File: config.mk
export PLATFORM = sky130hd
export DESIGN_NAME = mlp_inference_sequencer_flat
export DESIGN_NICKNAME = d
export VERILOG_FILES = /design/src/rtl/mlp_inference_sequencer_pkg.sv /design/src/rtl/mlp_inference_sequencer_if.sv /design/src/rtl/mlp_inference_sequencer_settle_timer.sv /design/src/rtl/mlp_inference_sequencer.sv /design/src/flat_wrapper.sv
export SDC_FILE = /design/constraint.sdc
export NUM_CORES = 1
export LEC_CHECK = 0
export ABC_CLOCK_PERIOD_IN_PS = 5850
export BUFFER_PORTS_ARGS = -buffer_cell sky130_fd_sc_hd__buf_2
export CORE_UTILIZATION = 50
export DETAILED_ROUTE_END_ITERATION = 7
export PLACE_DENSITY_LB_ADDON = 0.08
export SLEW_MARGIN = 20
export SYNTH_ARGS = -nofsm -noshare
export SYNTH_HDL_FRONTEND = slang
export SYNTH_SLANG_ARGS = --single-unit
File: constraint.sdc
create_clock -name clk -period 5.85 [get_ports clk]
set_input_delay 1.4625 -clock clk [delete_from_list [all_inputs] [get_ports clk]]
set_output_delay 1.4625 -clock clk [all_outputs]
set_load 0.02 [all_outputs]
File: src/rtl/mlp_inference_sequencer_pkg.sv
// Shared types, default build parameters and helpers for the MLP inference sequencer.
package mlp_seq_pkg;

    localparam int unsigned DEF_NUM_A         = 4;
    localparam int unsigned DEF_WIDTH_A       = 4;
    localparam int unsigned DEF_OUTWIDTH      = 2;
    localparam int unsigned DEF_SETTLE_CYCLES = 8;
    localparam int unsigned DEF_CHECK_CYCLES  = 2;
    localparam int unsigned DEF_CNT_W         = 16;

    localparam int unsigned DATA_W = DEF_NUM_A * DEF_WIDTH_A;

    typedef enum logic [1:0] {
        IDLE   = 2'd0,
        SETTLE = 2'd1,
        CHECK  = 2'd2,
        RESULT = 2'd3
    } seq_state_e;

    // Timer width wide enough for the larger of the two reload values; never below 1 bit.
    function automatic int unsigned tmr_width(input int unsigned settle, input int unsigned check);
        int unsigned m;
        m = (settle > check) ? settle : check;
        if (m + 1 <= 2) begin
            return 1;
        end
        return $clog2(m + 1);
    endfunction

    localparam int unsigned TMR_W = tmr_width(DEF_SETTLE_CYCLES, DEF_CHECK_CYCLES);

endpackage

File: src/rtl/mlp_inference_sequencer_if.sv
// Sample-source and result-sink handshake bundle of the sequencer.
interface mlp_inference_sequencer_if
    import mlp_seq_pkg::*;
#(
    parameter int unsigned DW = DATA_W,
    parameter int unsigned OW = DEF_OUTWIDTH
);
    logic          s_valid;
    logic          s_ready;
    logic [DW-1:0] s_inp;
    logic          m_valid;
    logic          m_ready;
    logic [OW-1:0] m_class;
    logic          m_mismatch;

    // Environment side: drives samples, consumes results.
    modport master (
        output s_valid, s_inp, m_ready,
        input  s_ready, m_valid, m_class, m_mismatch
    );

    // Sequencer side.
    modport slave (
        input  s_valid, s_inp, m_ready,
        output s_ready, m_valid, m_class, m_mismatch
    );
endinterface

File: src/rtl/mlp_inference_sequencer_settle_timer.sv
// Loadable down-counter used for both the settle and the check windows.
module settle_timer
    import mlp_seq_pkg::*;
#(
    parameter int unsigned W = TMR_W
) (
    input  logic         clk,
    input  logic         rst_n,
    input  logic         load_i,
    input  logic [W-1:0] load_val_i,
    input  logic         en_i,
    output logic         zero_c_o
);
    logic [W-1:0] cnt_q;
    logic [W-1:0] cnt_d;

    // Load has priority; decrement stops at zero.
    always_comb begin
        cnt_d = cnt_q;
        if (load_i) begin
            cnt_d = load_val_i;
        end else if (en_i && (cnt_q != '0)) begin
            cnt_d = cnt_q - W'(1);
        end
    end

    // Counter register.
    always_ff @(posedge clk or negedge rst_n) begin
        if (!rst_n) begin
            cnt_q <= '0;
        end else begin
            cnt_q <= cnt_d;
        end
    end

    assign zero_c_o = (cnt_q == '0);
endmodule

File: src/rtl/mlp_inference_sequencer.sv
// Steps one sample at a time through a combinational MLP: load, settle, capture, re-check, deliver.
module mlp_inference_sequencer
    import mlp_seq_pkg::*;
#(
    parameter int unsigned NUM_A         = DEF_NUM_A,
    parameter int unsigned WIDTH_A       = DEF_WIDTH_A,
    parameter int unsigned OUTWIDTH      = DEF_OUTWIDTH,
    parameter int unsigned SETTLE_CYCLES = DEF_SETTLE_CYCLES,
    parameter int unsigned CHECK_CYCLES  = DEF_CHECK_CYCLES,
    parameter int unsigned CNT_W         = DEF_CNT_W
) (
    input  logic                       clk,
    input  logic                       rst_n,
    mlp_inference_sequencer_if.slave   bus,
    output logic [NUM_A*WIDTH_A-1:0]   mlp_inp,
    input  logic [OUTWIDTH-1:0]        mlp_out,
    output logic                       busy,
    output logic [CNT_W-1:0]           sample_cnt,
    output logic [CNT_W-1:0]           mismatch_cnt
);
    localparam int unsigned DW = NUM_A * WIDTH_A;
    localparam int unsigned TW = tmr_width(SETTLE_CYCLES, CHECK_CYCLES);
    localparam logic [TW-1:0] SETTLE_LOAD = TW'(SETTLE_CYCLES - 1);
    localparam logic [TW-1:0] CHECK_LOAD  = TW'((CHECK_CYCLES != 0) ? CHECK_CYCLES - 1 : 0);
    localparam logic CHECK_EN = (CHECK_CYCLES != 0);

    seq_state_e            state_q, state_d;
    logic [DW-1:0]         mlp_inp_q, mlp_inp_d;
    logic [OUTWIDTH-1:0]   class_a_q, class_a_d;
    logic [OUTWIDTH-1:0]   class_b_q, class_b_d;
    logic                  s_ready_q, s_ready_d;
    logic                  m_valid_q, m_valid_d;
    logic                  m_mismatch_q, m_mismatch_d;
    logic                  busy_q, busy_d;
    logic [CNT_W-1:0]      sample_cnt_q, sample_cnt_d;
    logic [CNT_W-1:0]      mismatch_cnt_q, mismatch_cnt_d;

    logic                  tmr_load_c;
    logic [TW-1:0]         tmr_load_val_c;
    logic                  tmr_en_c;
    logic                  tmr_zero_c;

    settle_timer #(.W(TW)) u_timer (
        .clk        (clk),
        .rst_n      (rst_n),
        .load_i     (tmr_load_c),
        .load_val_i (tmr_load_val_c),
        .en_i       (tmr_en_c),
        .zero_c_o   (tmr_zero_c)
    );

    // Next-state, capture and statistics logic.
    always_comb begin
        state_d        = state_q;
        mlp_inp_d      = mlp_inp_q;
        class_a_d      = class_a_q;
        class_b_d      = class_b_q;
        m_valid_d      = m_valid_q;
        m_mismatch_d   = m_mismatch_q;
        sample_cnt_d   = sample_cnt_q;
        mismatch_cnt_d = mismatch_cnt_q;
        tmr_load_c     = 1'b0;
        tmr_load_val_c = SETTLE_LOAD;
        tmr_en_c       = 1'b0;

        unique case (state_q)
            IDLE: begin
                if (bus.s_valid && s_ready_q) begin
                    mlp_inp_d      = bus.s_inp;
                    tmr_load_c     = 1'b1;
                    tmr_load_val_c = SETTLE_LOAD;
                    state_d        = SETTLE;
                end
            end
            SETTLE: begin
                if (tmr_zero_c) begin
                    class_a_d = mlp_out;
                    if (CHECK_EN) begin
                        tmr_load_c     = 1'b1;
                        tmr_load_val_c = CHECK_LOAD;
                        state_d        = CHECK;
                    end else begin
                        class_b_d = mlp_out;
                        state_d   = RESULT;
                    end
                end else begin
                    tmr_en_c = 1'b1;
                end
            end
            CHECK: begin
                if (tmr_zero_c) begin
                    class_b_d = mlp_out;
                    state_d   = RESULT;
                end else begin
                    tmr_en_c = 1'b1;
                end
            end
            RESULT: begin
                if (!m_valid_q) begin
                    m_valid_d    = 1'b1;
                    m_mismatch_d = CHECK_EN && (class_a_q != class_b_q);
                end else if (bus.m_ready) begin
                    m_valid_d    = 1'b0;
                    m_mismatch_d = 1'b0;
                    state_d      = IDLE;
                    if (!(&sample_cnt_q)) begin
                        sample_cnt_d = sample_cnt_q + CNT_W'(1);
                    end
                    if (m_mismatch_q && !(&mismatch_cnt_q)) begin
                        mismatch_cnt_d = mismatch_cnt_q + CNT_W'(1);
                    end
                end
            end
            default: begin
                state_d = IDLE;
            end
        endcase

        s_ready_d = (state_d == IDLE);
        busy_d    = (state_d != IDLE);
    end

    // State and output registers.
    always_ff @(posedge clk or negedge rst_n) begin
        if (!rst_n) begin
            state_q        <= IDLE;
            mlp_inp_q      <= '0;
            class_a_q      <= '0;
            class_b_q      <= '0;
            s_ready_q      <= 1'b1;
            m_valid_q      <= 1'b0;
            m_mismatch_q   <= 1'b0;
            busy_q         <= 1'b0;
            sample_cnt_q   <= '0;
            mismatch_cnt_q <= '0;
        end else begin
            state_q        <= state_d;
            mlp_inp_q      <= mlp_inp_d;
            class_a_q      <= class_a_d;
            class_b_q      <= class_b_d;
            s_ready_q      <= s_ready_d;
            m_valid_q      <= m_valid_d;
            m_mismatch_q   <= m_mismatch_d;
            busy_q         <= busy_d;
            sample_cnt_q   <= sample_cnt_d;
            mismatch_cnt_q <= mismatch_cnt_d;
        end
    end

    assign bus.s_ready    = s_ready_q;
    assign bus.m_valid    = m_valid_q;
    assign bus.m_class    = class_a_q;
    assign bus.m_mismatch = m_mismatch_q;
    assign mlp_inp        = mlp_inp_q;
    assign busy           = busy_q;
    assign sample_cnt     = sample_cnt_q;
    assign mismatch_cnt   = mismatch_cnt_q;
endmodule

File: src/flat_wrapper.sv
// flat-port wrapper written by rule: the top's interface ports become plain ports
module mlp_inference_sequencer_flat import mlp_seq_pkg::*;
#(
    parameter int unsigned NUM_A         = DEF_NUM_A,
    parameter int unsigned WIDTH_A       = DEF_WIDTH_A,
    parameter int unsigned OUTWIDTH      = DEF_OUTWIDTH,
    parameter int unsigned SETTLE_CYCLES = DEF_SETTLE_CYCLES,
    parameter int unsigned CHECK_CYCLES  = DEF_CHECK_CYCLES,
    parameter int unsigned CNT_W         = DEF_CNT_W
)
  (clk, rst_n, mlp_inp, mlp_out, busy, sample_cnt, mismatch_cnt, bus_s_valid, bus_s_inp, bus_m_ready, bus_s_ready, bus_m_valid, bus_m_class, bus_m_mismatch);
  mlp_inference_sequencer_if #(.DW((16)), .OW((2))) bus_i ();
  input  logic clk;
  input  logic rst_n;
  output logic [NUM_A*WIDTH_A-1:0] mlp_inp;
  input  logic [OUTWIDTH-1:0] mlp_out;
  output logic busy;
  output logic [CNT_W-1:0] sample_cnt;
  output logic [CNT_W-1:0] mismatch_cnt;
  input wire logic [$bits(bus_i.s_valid)-1:0] bus_s_valid;
  input wire logic [$bits(bus_i.s_inp)-1:0] bus_s_inp;
  input wire logic [$bits(bus_i.m_ready)-1:0] bus_m_ready;
  output wire logic [$bits(bus_i.s_ready)-1:0] bus_s_ready;
  output wire logic [$bits(bus_i.m_valid)-1:0] bus_m_valid;
  output wire logic [$bits(bus_i.m_class)-1:0] bus_m_class;
  output wire logic [$bits(bus_i.m_mismatch)-1:0] bus_m_mismatch;
  assign bus_i.s_valid = bus_s_valid;
  assign bus_i.s_inp = bus_s_inp;
  assign bus_i.m_ready = bus_m_ready;
  assign bus_s_ready = bus_i.s_ready;
  assign bus_m_valid = bus_i.m_valid;
  assign bus_m_class = bus_i.m_class;
  assign bus_m_mismatch = bus_i.m_mismatch;
  mlp_inference_sequencer #(.NUM_A(NUM_A), .WIDTH_A(WIDTH_A), .OUTWIDTH(OUTWIDTH), .SETTLE_CYCLES(SETTLE_CYCLES), .CHECK_CYCLES(CHECK_CYCLES), .CNT_W(CNT_W)) u_core (.clk(clk), .rst_n(rst_n), .bus(bus_i), .mlp_inp(mlp_inp), .mlp_out(mlp_out), .busy(busy), .sample_cnt(sample_cnt), .mismatch_cnt(mismatch_cnt));
endmodule
==> out/qor.csv <==
stage,metric,value,unit
run_status,status,completed,
grt,M2 GR Usage,30.6,%
placed_design,placed cells,399,
setup_path,worst reg2reg path depth,4,
sta,RSZ-0062 raised after global routing,false,
setup_path,critical path's slowest cell,dfrtp_1,
sta,hold slack,0.495,ns
clock_network,clock slew seen by the registers of the worst setup and hold paths,0.07,ns
sta,worst slew pin tran,0.831,ns
setup_path,Critical Path RT,4.39,ns
setup_path,WS Path Type,reg -> out,
grt,antenna violations before repair,0,
sta,Final Max Tran Viols,0,
die,Die W,78.8,um
layout,ant diodes,0,
grt,vias in the first global route,2110,
setup_path,critical-path cell list,buf_2,
die,I/O Pins,76,
die,row cnt,27,
synth,"flops & latches, synth",62,
detailed_routing,drt pass-1 iters,4,
grt,global-route wire length before repair,9760,um
layout,Final Net Count,367,
setup_path,worst r2r src,u_core.state_q[0],
setup_path,Setup crit start kind,flop,
grt,met3 Usage GRT,4.37,%
die,die area,6200,um^2
setup_path,Worst Path Arrival,1.04,ns
synth,Netlist cell types,40,
die,Vert. Die Dim,78.8,um
grt,GR Util met1,28.3,%
clock_network,CTS Hold Bufs,0,
power_and_ir_drop,Pwr Total,1.63,mW
synth,warnings from Yosys,0,
synth,sequential share of the synthesized area,52.7,%
sta,clk_skew,0.00592,ns
flow_run,Max Cap Viol,0,
setup_path,Worst Setup End Kind,output port,
detailed_routing,Vias,2270,
grt,total grt overflow,0,
sta,Final Setup Violations,0,
clock_network,worst-case clock buffer depth,2,
layout,Layout area overhead,23.0,%
grt,busiest layer in global routing,met2,
clock_network,clk_lat worst skew,0.33,ns
layout,layout cells sized above 1,36.2,%
sta,FMAX,399,MHz
sta,Slew headroom,44.6,%
sta,worst setup margin,3.35,ns
setup_path,CP bufs+invs,1,
detailed_routing,Routed Antenna Nets,0,
grt,GRT Total Usage,20.6,%
clock_network,Num CTS Buffers,9,
setup_path,Critical Path Start,u_core.mismatch_cnt[0],
synth,Post-Syn Area per Cell,11.6,um^2
setup_path,CP max stage delay,0.49,ns
clock_network,H-tree depth,3,
sta,final worst path period share,42.8,%
clock_network,Root Buffer,clkbuf_8,
synth,"Cell Area, Synth",2950,um^2
power_and_ir_drop,peak supply drop,0.000260,V
layout,Post-Layout Cell Count,415,
setup_path,R2R Setup Slk,3.72,ns
detailed_routing,WL/cell,14.0,um
die,initial cell density of the core,52.5,%
die,core area,5610,um^2
detailed_routing,Vias/cell,5.47,
placed_design,port bufs,75,
min_path,Hold EP,u_core.mismatch_cnt[14],
placed_design,HPWL after DPL,4140,um
sta,setup TNS,0,ns
detailed_routing,Post-Route WL,5800,um
min_path,WHS Path Cells,1,
synth,instance count of the mapped netlist,253,
sta,fin crit period,2.50,ns
power_and_ir_drop,PwrDens,451,nW/um^2
sta,Final Hold Vio Count,0,
min_path,type of the most critical hold path,reg -> reg,
clock_network,PostCTS Resize Cnt,0,
clock_network,CTS tree,yes,
clock_network,Post-CTS Setup Bufs,0,
power_and_ir_drop,P_leak,1.77,nW
setup_path,Crit Reg-Reg Endpoint,u_core.mlp_inp[7],
placed_design,worst slack at placement,3.00,ns
setup_path,"Largest delay share family, worst path",flip-flops,
grt,pin count of the biggest net entering global routing,63,
placed_design,gp weighted congestion,0.876,
clock_network,CTS sink count,62,
setup_path,CP max FO,7,
detailed_routing,DR iter-0 viols,154,
min_path,hold_sp,u_core.mismatch_cnt[14],
synth,"Net Count, Synth",282,
detailed_routing,# DRC,0,
## layout make-up
class / instances / area [um^2]
Inverter: 7 / 26.3
Clock buffer: 10 / 128
Fill cell: 457 / 1980
Sequential cell: 62 / 1550
Tap cell: 72 / 90.1
Multi-Input combinational cell: 182 / 1360
Timing Repair Buffer: 76 / 383
Clock inverter: 6 / 86.3
## layout by cell type, fill, tap and decap left out, types with 2 or more instances in the layout
cell	count
inv_1	7
nand3_1	19
buf_2	75
dfrtp_1	61
xnor2_1	12
ha_1	7
mux2i_1	2
xor2_1	14
o21a_1	2
o21ai_0	6
clkbuf_8	9
nor4b_1	3
nor4_1	8
nor3_1	6
nand2_1	17
nor2_1	13
bufinv_16	2
clkinv_2	2
and3_1	7
nand4_1	10
nand4b_1	3
and4_1	3
mux2_2	24
a21oi_1	7
or2_2	2
## synth_stat cells, drive strengths merged
cell / number / area share, %
nand4bb: 1 / 0.38
or2: 3 / 0.64
o32a: 1 / 0.34
a21boi: 1 / 0.25
nand4: 10 / 2.1
and3: 7 / 1.5
nand2b: 1 / 0.21
or3: 1 / 0.21
xnor2: 12 / 3.6
ha: 7 / 3.0
mux2i: 2 / 0.68
or4b: 1 / 0.34
a2bb2oi: 1 / 0.30
a21oi: 7 / 1.2
dfrtp: 61 / 52
a32o: 1 / 0.34
and4: 3 / 0.89
or3b: 1 / 0.38
o21a: 2 / 0.51
xor2: 14 / 4.2
a31oi: 1 / 0.21
inv: 7 / 0.89
nor2: 13 / 1.7
o21ai: 6 / 1.0
a41oi: 1 / 0.30
nor4b: 3 / 0.89
nand4b: 3 / 0.89
buf: 2 / 0.34
or4: 1 / 0.25
nor3: 6 / 1.0
a2111oi: 1 / 0.93
o221ai: 1 / 0.51
nor4: 10 / 2.8
dfstp: 1 / 0.89
nand3: 19 / 3.2
nand2: 17 / 2.2
mux2: 24 / 9.2
## worst max-delay path by stage
stage                     slack (ns)  cells past startpoint                    end
after global placement          3.06                      3      u_core.mlp_inp[8]
after detailed placement        3.00                      3      u_core.mlp_inp[7]
after global routing            3.28                      5  u_core.sample_cnt[11]
final                           3.35                      1        mismatch_cnt[0]
after floorplan                 3.34                      4  u_core.sample_cnt[11]
after CTS                       3.33                      1        mismatch_cnt[0]
## layer usage
metal	part of all wire (%)	up-vias
met3	4.4	10
met4	1.7	0
met5	0	-
met2	46	60
met1	48	1099
li1	-	1101
## stage by stage
| stage | util, % | cell area (um^2) |
|---|---|---|
| after floorplan | - | 2950 |
| after detailed placement | 60.8 | 3410 |
| after CTS | 64.6 | 3620 |
| final | 64.6 | 3620 |
| after global placement | 60.8 | 3410 |
| after global routing | 64.6 | 3620 |
## where the power goes
group / internal (mW) / switching, mW
combinational: 0.254 / 0.319
clock: 0.239 / 0.170
sequential: 0.555 / 0.0960
total: 1.05 / 0.585
## sequential cells by signal, summed over array words and instances (netlist names)
register / count
u_core.state_q: 2
u_core.class_b_q: 2
u_core.bus.m_class: 2
u_core.u_timer.cnt_q: 4
u_core.busy: 1
u_core.sample_cnt: 16
u_core.bus.m_valid: 1
u_core.mlp_inp: 16
u_core.bus.m_mismatch: 1
u_core.bus.s_ready: 1
u_core.mismatch_cnt: 16
## cells by family after synthesis
kind of cell	synth area share (%)
AND/OR/NAND/NOR	19.6
flip-flops	52.7
XOR/XNOR	7.73
multiplexers	9.85
AO/OA/AOI/OAI	5.90
buffers and inverters	1.23
adder cells (fa/ha/maj)	2.97
Power figures use the tool's default switching activity.
